[src/rtl/park_seq_ctrl.sv]
// Resource-shared Park transform: one sin/cos request and four products through a
// single 16x16 multiplier, with a one-deep pending slot for samples that arrive while busy.
module park_seq_ctrl (
  input  logic               rstn,
  input  logic               clk,
  input  logic               i_en,
  input  logic        [11:0] psi,
  input  logic signed [15:0] i_ialpha,
  input  logic signed [15:0] i_ibeta,
  output logic               o_busy,
  output logic               o_overrun,
  output logic               sc_en,
  output logic        [11:0] sc_theta,
  input  logic               sc_oen,
  input  logic signed [15:0] sc_sin,
  input  logic signed [15:0] sc_cos,
  output logic               o_en,
  output logic signed [15:0] o_id,
  output logic signed [15:0] o_iq
);

  localparam logic [2:0] IDLE    = 3'd0;
  localparam logic [2:0] WAIT_SC = 3'd1;
  localparam logic [2:0] MUL0    = 3'd2;
  localparam logic [2:0] MUL1    = 3'd3;
  localparam logic [2:0] MUL2    = 3'd4;
  localparam logic [2:0] MUL3    = 3'd5;

  logic        [2:0]  state;
  logic signed [15:0] alpha_r, beta_r, sin_r, cos_r;
  logic signed [31:0] acc, idacc;
  logic               pend_v;
  logic signed [15:0] pend_alpha, pend_beta;
  logic        [11:0] pend_psi;

  logic               launch, from_pend, pend_wr, overrun;
  logic signed [15:0] src_alpha, src_beta;
  logic        [11:0] src_psi;
  logic signed [15:0] mul_a, mul_b;
  logic signed [31:0] prod, iq_full;
  logic               unused_low;

  // sincos handshake: sc_en is a one-cycle request carrying sc_theta (held until the
  // next request); the result is taken on the first cycle sc_oen is high in WAIT_SC.
  assign launch    = ((state == IDLE) && i_en) || ((state == MUL3) && (pend_v || i_en));
  assign from_pend = launch && pend_v;
  assign pend_wr   = i_en && (state != IDLE) && !(launch && !pend_v);
  assign overrun   = pend_wr && pend_v && !from_pend;

  assign src_alpha = pend_v ? pend_alpha : i_ialpha;
  assign src_beta  = pend_v ? pend_beta  : i_ibeta;
  assign src_psi   = pend_v ? pend_psi   : psi;

  always_comb begin
    mul_a = alpha_r;
    mul_b = cos_r;
    case (state)
      MUL0:    begin mul_a = alpha_r; mul_b = cos_r; end
      MUL1:    begin mul_a = beta_r;  mul_b = sin_r; end
      MUL2:    begin mul_a = beta_r;  mul_b = cos_r; end
      MUL3:    begin mul_a = alpha_r; mul_b = sin_r; end
      default: begin mul_a = alpha_r; mul_b = cos_r; end
    endcase
  end

  assign prod       = 32'(mul_a * mul_b);
  assign iq_full    = acc - prod;
  assign unused_low = ^{idacc[15:0], iq_full[15:0]};
  assign o_busy     = (state != IDLE);

  always_ff @(posedge clk or negedge rstn) begin
    if (!rstn) begin
      state      <= IDLE;
      alpha_r    <= '0;
      beta_r     <= '0;
      sin_r      <= '0;
      cos_r      <= '0;
      acc        <= '0;
      idacc      <= '0;
      pend_v     <= 1'b0;
      pend_alpha <= '0;
      pend_beta  <= '0;
      pend_psi   <= '0;
      sc_en      <= 1'b0;
      sc_theta   <= '0;
      o_en       <= 1'b0;
      o_overrun  <= 1'b0;
      o_id       <= '0;
      o_iq       <= '0;
    end else begin
      sc_en     <= launch;
      o_en      <= 1'b0;
      o_overrun <= overrun;

      if (launch) begin
        alpha_r  <= src_alpha;
        beta_r   <= src_beta;
        sc_theta <= src_psi;
      end

      // A write takes priority so a MUL3 swap keeps the slot full with the new sample.
      if (pend_wr) begin
        pend_v     <= 1'b1;
        pend_alpha <= i_ialpha;
        pend_beta  <= i_ibeta;
        pend_psi   <= psi;
      end else if (from_pend) begin
        pend_v <= 1'b0;
      end

      case (state)
        IDLE: if (launch) state <= WAIT_SC;
        WAIT_SC: begin
          if (sc_oen) begin
            sin_r <= sc_sin;
            cos_r <= sc_cos;
            state <= MUL0;
          end
        end
        MUL0: begin
          acc   <= prod;
          state <= MUL1;
        end
        MUL1: begin
          idacc <= acc + prod;
          state <= MUL2;
        end
        MUL2: begin
          acc   <= prod;
          state <= MUL3;
        end
        MUL3: begin
          o_id  <= idacc[31:16];
          o_iq  <= iq_full[31:16];
          o_en  <= 1'b1;
          state <= launch ? WAIT_SC : IDLE;
        end
        default: state <= IDLE;
      endcase
    end
  end

endmodule

[config.mk]
export PLATFORM = sky130hd
export DESIGN_NAME = park_seq_ctrl
export DESIGN_NICKNAME = d
export VERILOG_FILES = /design/src/rtl/park_seq_ctrl.sv
export SDC_FILE = /design/constraint.sdc
export NUM_CORES = 1
export LEC_CHECK = 0
export ABC_CLOCK_PERIOD_IN_PS = 11100
export BUFFER_PORTS_ARGS = -buffer_cell sky130_fd_sc_hd__clkbuf_2
export CORE_MARGIN = 5
export CORE_UTILIZATION = 60
export DETAILED_ROUTE_END_ITERATION = 8
export HOLD_SLACK_MARGIN = 0.1
export PLACE_DENSITY = 0.76
export SLEW_MARGIN = 20
export SYNTH_ARGS = -nofsm -noshare
export SYNTH_HDL_FRONTEND = slang
export SYNTH_SLANG_ARGS = --single-unit
export TNS_END_PERCENT = 100
[constraint.sdc]
create_clock -name clk -period 11.1 [get_ports clk]
set_clock_uncertainty 0.1 [all_clocks]
set_input_delay 1.665 -clock clk [delete_from_list [all_inputs] [get_ports clk]]
set_output_delay 1.665 -clock clk [all_outputs]
set_load 0.01 [all_outputs]
# --- Yosys cells after proc, flatten, opt, wreduce, memory -nomap -nowiden ---
# Cells that the tools add are included.
classes:
  reduce_logical: 21
  n_addsub: 2
  n_eq_ne: 7
  n_mul: 1
  n_mux: 12
ops:
  columns: ["op", "count"]
  rows:
  - ["two-way mux 16 bit", 4]
  - ["adder 32 bit", 1]
  - ["multiplier 16 x 16 -> 32 bit", 1]
  - ["subtractor 32 bit", 1]
  - ["case mux 3 bit (6 select lines)", 1]
  - ["two-way mux 12 bit", 1]
  - ["logical AND 1 bit", 8]
  - ["== test 3 x 2 -> 1 bit, second input constant", 2]
  - ["== test 3 bit, second input constant", 2]
  - ["two-way mux 3 bit", 2]
  - ["OR reduction 2 bit", 3]
  - ["two-way mux 1 bit", 4]
  - ["inequality test 2 bit, second input constant", 2]
  - ["AND reduction 2 bit", 2]
  - ["== test 3 x 1 -> 1 bit, second input constant", 1]
  - ["logical NOT 1 bit", 3]
  - ["logical NOT 3 bit", 1]
  - ["nonzero test 3 bit", 1]
  - ["logical OR 1 bit", 2]
  - ["nonzero test 2 bit", 1]
word_totals:
  regBits: 223
  elab_cells: 60
  input_bits: 80
  output_inout_bits: 48

# --- Depth between registers and ports, before layout ---
# Gate-level depths: netlist of run 1.
logic_depth:
  word_depth: 8
  ltp_mapped: 40
  ltp_nobuf: 36

# --- Worst setup path before layout of run 1 ---
# OpenSTA, ideal clock, no wires.
synth_path:
  path_kind: "register to register"
  start: "reg state[1]"
  end: "reg idacc[30]"
  path_slack_ps: 1803
  setup_time_ps: 131
  stages_incl_launch_ff: 37
  t_arrival_ps: 9066
  cell_sequence: "dfrtp_1 -> nand3b_2 -> nand2_1 -> clkbuf_1 -> clkbuf_1 -> mux2i_1 -> nor2_1 -> fa_1 -> inv_1 -> fa_1 -> inv_1 -> fa_1 -> fa_1 -> fa_1 -> inv_1 -> fa_1 -> inv_1 -> ha_1 -> nand3_1 -> nor4b_1 -> o21ai_0 -> o21ai_0 -> a31oi_1 -> xor2_1 -> inv_1 -> ha_1 -> clkbuf_1 -> inv_1 -> o21bai_1 -> a211oi_1 -> nand2_1 -> o21a_1 -> a211o_1 -> a21o_1 -> a21oi_1 -> xor2_1 -> o21ai_1"
synth_between:
  elab_chain_cells: 5
  elab_cells_between_ends: 9
  cone_classes: "add/sub (1); mul (1); eq/ne (3); mux (2); reduce/logical (2)"
synth_rtl:
  columns: ["item", "line_no", "text"]
  rows:
  - ["start: declaration", "29", "logic [2:0] state;"]
  - ["start signal: assignment", "136", "state <= launch ? WAIT_SC : IDLE;"]
  - ["== test 3 bit or == test 3 x 2 -> 1 bit (tied branches)", "57", "case (state)"]
  - ["OR reduction 2 bit (no line)", null, null]
  - ["two-way mux 16 bit", "57", null]
  - ["multiplier 16 x 16 -> 32 bit (*)", "66", "assign prod = 32'(mul_a * mul_b);"]
  - ["net prod[20]", "40", "logic signed [31:0] prod, iq_full;"]
  - ["adder 32 bit (*)", "125", "idacc <= acc + prod;"]
  - ["end signal: assignment", "125", null]
  - ["end: declaration", "31", "logic signed [31:0] acc, idacc;"]
# The timed path passes the listed nets; every way through them passes the cells marked *.
# A chain may end at the register's enable or synchronous reset.

# --- Final worst setup path of run 1 ---
layout_path:
  start: "reg state[2]"
  end: "reg idacc[30]"
# Same word-level chain as after synthesis.

==> metrics.md, run 1 <==
| Metric | Value |
|---|---|
| Cell count along the critical path | 34 |
| Number of placement rows | 67 |
| Crit-path slowest cell | mux2i_1 |
| Post-Synthesis Net Count | 2626 |
| Area Overhead vs Synth | 10.1% |
| Yosys cell types | between 60 and 70 |
| Worst hold slack | 0.369 ns |
| Clock transition at path regs | approximately 0.06 ns |
| Total inserted antenna cells | 0 |
| Proportion of layout cells with a drive suffix above 1 | 14.5% |
| Number of I/O port buffers | 127 |
| Layout Nets | 2744 |
| Final setup violating endpoints | 0 |
| Flip-flop and latch count after synthesis | 207 |
| DRC marker count from the first detailed-route iteration | 909 |
| Number of post-CTS setup repair buffers | 0 |
| Final number of hold-violating endpoints | 0 |
| Effective utilization at floorplan | 61.0% |
| Number of clock buffers inserted by TritonCTS | 23 |
| Maximum clock frequency | 101 MHz |
| Core region area | roughly 0.034 mm^2 |
| CTS sink cnt | 207 |
| Status | finished, final reports clean |
| Type of the worst min-delay path | register to register |
| Instance count of the mapped netlist | 2140 |
| Share of the clock period used by the worst path after layout | 89.6% |
| RSZ-0062 raised after global routing | no |
| Mapped cell area | roughly 0.02 mm^2 |
| YS warnings | 0 |
| Die span in y | 195 um |
| Cts hold-fix bufs | 0 |
| Pin count of the biggest net entering global routing | 90 |
| Detailed-placement wirelength estimate | 40.1 mm |
| I/O pin total | 128 |
| Slew Viols, Final | 0 |
| Dominant register cell in the synthesized netlist | dfrtp_1 |
| Data required time at the worst endpoint | 11.39 ns |
| Worst Path Max Fanout | 16 |
| Share of Yosys cell area claimed by the top area cell type | about a quarter |
| Insertion delay to the later sink of the worst-skew pair | 0.53 ns |
| Register area share after synthesis | about 25% |
| Synth async-reset ratio | 100% |
| Weighted congestion at the end of routability-driven global placement | 0.990 |
| Dominant cell by count in the synthesized netlist | inv_1 |
| Most frequent cells after synthesis | inv_1, nand2_1, fa_1 |
| Worst-case headroom to the max-slew limit | 31.5% |
| Buffers plus inverters on the worst setup path | 7 |
| Arrival time reported for the critical path endpoint | just over 10 ns |
| Worst hold path cell count | 2 |
| Cell taking the most area after synthesis | fa_1 |
| Post-CTS sizing | 0 |
| Transition time at the pin with the least slew margin | about 1.0 ns |
| Total congestion overflow after global routing | 0 |
| Die area | roughly 0.038 mm^2 |
| Detailed-route wire length per cell | 18.0 um |
| Kind of launch point of the worst setup path | register |
| Worst Path Class, Setup | register to register |
| Root buffer selected by CTS | clkbuf_16 |
| Total via count in the routed design | between 15000 and 20000 |
| Endpoint type of the worst setup path | register |
| Register-to-Register Path Depth | 34 |
| Count of nets left with antenna violations after detail routing | 0 |
| Total number of H-tree levels | 1 |
| Worst-case setup margin in the final layout | 1.15 ns |
| Placement Setup Slack | 1.32 ns |
| Max Cap Violations | 0 |
| DRC errors left | 0 |
| Aggregate negative setup slack | 0 ns |
| Number of vias per cell | roughly 5.5 |
| Wire length after detailed routing | 49.0 mm |
| Antenna violations before repair | 0 |
| Top delay family on crit path | adder cells |
| Via count of the first global-routing pass | 16000 |
| Die boundary width | 195 um |
| Global-route wire length before repair | 82.5 mm |
| Synth area leaders | fa_1, dfrtp_1, ha_1, inv_1, mux2_2 |
| Detailed-router iteration count before antenna repair | 5 |
| EDFF count, synth | 0 |
| Total global routing track utilization | 26.5% |
| Maximum clock path buffer count | 3 |
| Largest stage delay on the critical path | 0.78 ns |
| Mean Syn Cell Area | 9.58 um^2 |
| Minimum clock period | 9.95 ns |
| CTS tree | built |
==> layer usage <==
layer	track usage, %	vias up	part of all wire [%]
met3	5.21	104	7.2
met1	37.3	7441	44
met4	8.79	0	4.0
met5	0	-	0
li1	-	7022	-
met2	41.8	504	45
==> placed cells by master, fill, tap and decap left out, types with 5 or more instances in the layout <==
master,n
nor3_1,18
o31ai_1,7
nor2_1,206
mux2i_1,74
buf_4,35
mux2_2,112
dfrtp_1,206
nor2b_1,10
clkbuf_2,126
a21o_1,25
clkbuf_1,5
nand3_1,16
clkbuf_8,5
xor2_1,16
a211oi_1,12
fa_1,262
inv_1,356
ha_1,144
nand2_1,266
xnor2_1,47
o21bai_1,13
nand2b_1,10
clkbuf_16,23
a21oi_1,101
o21ai_0,79
or3_1,5
o21a_1,8
==> logic make-up (layout without fill, tap and decap cells) <==
group	count (synthesis)	in the layout	synth area share, %
compound gates	289	289	8.61
fa+ha+maj	406	406	34.4
mux	187	187	9.82
buf+inv	428	563	7.87
flops	207	207	25.3
simple gates	558	558	11.1
xor+xnor	65	65	2.92
==> tightest hold or removal path: stages (launching register included) <==
cell     delay (ns)
dfrtp_1        0.34
nand2_1        0.05
nand2_1        0.05
==> final cells by class <==
class,count,area (um^2)
fill,2732,11100
clock buffer,33,663
tap,448,561
timing repair buffer,164,940
inverter,357,1340
sequential,207,5180
multi-input combinational,1505,13700
clock inverter,9,138
==> stage by stage <==
step,std cells,util (%),cell area (um^2)
floorplan,2140,-,20500
global placement,2680,64.7,21700
detailed placement,2681,64.7,21800
CTS,2723,67.1,22600
global route,2723,67.1,22600
finish,2723,67.1,22600
==> flip-flops by register name, summed over array words and instances (netlist names), 3 cells and up <==
signal	flops
acc	32
alpha_r	16
beta_r	16
cos_r	16
idacc	16
o_id	16
o_iq	16
pend_alpha	16
pend_beta	16
sin_r	16
pend_psi	12
sc_theta	12
state	3
==> path summary, 6_finish.rpt <==
kind                                        from                    end  slack, ns
min                        idacc[21]$_DFFE_PN0P_    o_id[5]$_DFFE_PN0P_       0.37
max in group asynchronous                   rstn   sin_r[6]$_DFFE_PN0P_       8.12
min reg2reg                idacc[21]$_DFFE_PN0P_    o_id[5]$_DFFE_PN0P_       0.37
min in group asynchronous                   rstn     acc[6]$_DFFE_PN0P_       1.01
max reg2reg                 state[2]$_DFFE_PN0P_  idacc[30]$_DFFE_PN0P_       1.15
max                         state[2]$_DFFE_PN0P_  idacc[30]$_DFFE_PN0P_       1.15
Power of run 1 is left out: the tool's default activity adds up to more than one toggle a clock period on the data nets, which glitch-free logic cannot reach.
==> inputs of run 2 (changes only) <==
- ABC_AREA: unset -> 1
==> metrics.md, run 2 <==
| Metric | Value |
|---|---|
| YS warnings | 0 (unchanged) |
| Largest stage delay on the critical path | 0.65 ns (-0.13 ns) |
| Maximum clock frequency | 98.0 MHz (-2.5%) |
| R2R Path Start | state[2]$_DFFE_PN0P_ |
| Aggregate negative setup slack | 0 ns (unchanged) |
| I/O pin total | 128 (unchanged) |
| Insertion delay to the later sink of the worst-skew pair | 0.57 ns (+0.04 ns) |
| First element of the critical path | state[2]$_DFFE_PN0P_ |
| Post-Synthesis Net Count | 3365 (+28%) |
| DRC marker count from the first detailed-route iteration | 1430 (+57%) |
| Number of clock buffers inserted by TritonCTS | 25 (+8.7%) |
| Worst Path Class, Setup | register to register |
| Proportion of layout cells with a drive suffix above 1 | 8.29% (-6.2 points) |
| Total number of H-tree levels | 1 (unchanged) |
| Die area | 0.0411 mm^2 (+8.2%) |
| Via count of the first global-routing pass | 20400 (+27%) |
| Endpoint type of the worst setup path | register |
| Clock transition at path regs | 0.06 ns (about the same) |
| Detailed-router iteration count before antenna repair | 6 (+1) |
| Worst-case headroom to the max-slew limit | 33.3% (+1.7 points) |
| Total global routing track utilization | 32.8% (+6.3 points) |
| Instance count of the mapped netlist | 2879 (+35%) |
| Number of post-CTS setup repair buffers | 0 (unchanged) |
| Effective utilization at floorplan | 60.8% (-0.14 points) |
| Post-CTS sizing | 0 (unchanged) |
| Cell taking the most area after synthesis | fa_1 |
| Global-route track usage on met2 | 54.9% (+13 points) |
| Minimum clock period | 10.21 ns (+0.256 ns) |
| Wire length after detailed routing | 66.2 mm (+35%) |
| Number of I/O port buffers | 127 (unchanged) |
| Register with the most flip-flops | acc |
| Most frequent cells after synthesis | nand2_1, inv_1, nor2_1 |
| Weighted congestion at the end of routability-driven global placement | 1.06 (+7.3%) |
| Total congestion overflow after global routing | 0 (unchanged) |
| Dominant cell by count in the synthesized netlist | nand2_1 |
| Total inserted antenna cells | 0 (unchanged) |
| Transition time at the pin with the least slew margin | 1.00 ns (-0.0261 ns) |
| Share of Yosys cell area claimed by the top area cell type | 23.6% (-2.0 points) |
| Core region area | 0.0366 mm^2 (+8.9%) |
| Share of the clock period used by the worst path after layout | 91.9% (+2.3 points) |
| Number of placement rows | 70 (+4.5%) |
| Slew Viols, Final | 0 (unchanged) |
| Flip-flop and latch count after synthesis | 207 (unchanged) |
| Antenna violations before repair | 0 (unchanged) |
| Final setup violating endpoints | 0 (unchanged) |
| Number of vias per cell | 5.60 (+1.2%) |
| Mapped cell area | 0.0223 mm^2 (+8.6%) |
| Worst Path Max Fanout | 32 (+16) |
| RSZ-0062 raised after global routing | no |
| Top library cells by usage in the layout, fill and taps aside | nand2_1, inv_1, nor2_1 |
| Synth async-reset ratio | 100% (unchanged) |
| Startpoint of the worst hold path | idacc[26]$_DFFE_PN0P_ |
| Register area share after synthesis | 23.3% (-2.0 points) |
| Mean Syn Cell Area | 7.74 um^2 (-19%) |
| # fillers | 3184 (+17%) |
| Maximum clock path buffer count | 3 (unchanged) |
| CTS sink cnt | 207 (unchanged) |
| Commonest non-fill, non-tap cell in the layout | nand2_1 |
| EDFF count, synth | 0 (unchanged) |
| Synth area leaders | fa_1, dfrtp_1, nand2_1, inv_1, ha_1 |
| Global-route wire length before repair | 108 mm (+31%) |
| Count of nets left with antenna violations after detail routing | 0 (unchanged) |
| DRC errors left | 0 (unchanged) |
| Root buffer selected by CTS | clkbuf_16 |
| Area Overhead vs Synth | 8.01% |
| Total via count in the routed design | 19300 (+28%) |
| Crit-path slowest cell | nand2_2 |
| Cts hold-fix bufs | 0 (unchanged) |
| Yosys cell types | 50 (-25%) |
| Max Cap Violations | 0 (unchanged) |
| Final number of hold-violating endpoints | 0 (unchanged) |
| Data required time at the worst endpoint | 11.40 ns (about the same) |
| Kind of launch point of the worst setup path | register |
| Arrival time reported for the critical path endpoint | 10.50 ns (+0.26 ns) |
| Dominant register cell in the synthesized netlist | dfrtp_1 |
| Pin count of the biggest net entering global routing | 78 (-13%) |
| GRT met1 Usage | 41.8% (+4.5 points) |
| Status | finished, final reports clean |
| Most used routing layer in global routing | met2 |
| Crit-path most repeated cell | fa_1 |
| Met3 layer usage reported by global route | 7.24% (+2.0 points) |
| CTS tree | built |
| Type of the worst min-delay path | register to register |
| Die boundary width | 203 um (+4.0%) |
| Layout Nets | 3448 (+26%) |
| Die span in y | 203 um (+4.0%) |
| Detailed-placement wirelength estimate | 54.4 mm (+36%) |
| Detailed-route wire length per cell | 19.2 um (+6.6%) |
| Number of flip-flops in the largest register | 32 (unchanged) |
==> run 2: changes by cell type after synthesis, sizes merged, moves of 25 or more <==
cell    change
o21ai      +96
buf        +38
mux2       -95
nand3     +133
nand2     +394
inv       +259
xnor2      -42
o211ai     +25
nor2       +61
mux2i      -75
==> run 2: metal layers <==
layer | vias up | wire length, um
met5 | - | 0
li1 | 9015 | -
met1 | 9355 | 26400
met3 | 182 | 5180
met4 | 0 | 3400
met2 | 767 | 31300
==> run 2: area by class of cell <==
cell class | count | area, um^2 | area share (%)
clock buffer | 34 | 689 | 2.87
clock inverter | 11 | 138 | 0.572
inverter | 620 | 2330 | 9.68
multi-input combinational | 1966 | 14400 | 59.8
sequential | 207 | 5180 | 21.5
tap | 468 | 586 | 2.43
timing repair buffer | 142 | 758 | 3.15
==> run 2: logic make-up (layout without fill, tap and decap cells) <==
| family | Yosys count | count (layout) | synth area share, % |
|---|---|---|---|
| flops | 207 | 207 | 23.3 |
| fa+ha+maj | 406 | 406 | 31.6 |
| mux | 17 | 17 | 0.860 |
| xor+xnor | 16 | 16 | 0.629 |
| buf+inv | 706 | 807 | 12.2 |
| compound gates | 399 | 399 | 10.8 |
| simple gates | 1128 | 1128 | 20.6 |
==> run 2: path summary, 6_finish.rpt <==
kind	endpoint	slack, ns	cells after the start
setup / recovery	idacc[25]$_DFFE_PN0P_	0.89	34
hold reg to reg	o_id[10]$_DFFE_PN0P_	0.38	2
hold / removal	o_id[10]$_DFFE_PN0P_	0.38	2
max in group asynchronous	acc[23]$_DFFE_PN0P_	8.51	2
setup reg to reg	idacc[25]$_DFFE_PN0P_	0.89	34
min in group asynchronous	cos_r[4]$_DFFE_PN0P_	0.97	1
==> run 2: critical path: cells and delay by family, from the launching register on <==
| kind | cells | cell delay (ns) |
|---|---|---|
| and+or+nand+nor | 9 | 2.27 |
| buffers and inverters | 7 | 1.00 |
| AOI/OAI and AO/OA | 10 | 2.55 |
| adders and majority gates | 8 | 3.66 |
| DFF | 1 | 0.43 |
==> run 2: metrics by stage <==
| step | instances | hold slack [ns] | setup WS (ns) | utilization (%) | area [um^2] |
|---|---|---|---|---|---|
| detailed placement | 3403 | 0.364 | 1.14 | 63.4 | 23200 |
| floorplan | 2879 | 0.342 | 3.37 | - | 22300 |
| finish | 3448 | 0.377 | 0.895 | 65.7 | 24100 |
| global placement | 3403 | 0.360 | 1.18 | 63.4 | 23200 |
| CTS | 3448 | 0.373 | 1.08 | 65.7 | 24100 |
| global route | 3448 | 0.398 | 0.383 | 65.7 | 24100 |
Power of run 2 is left out for the same reason.
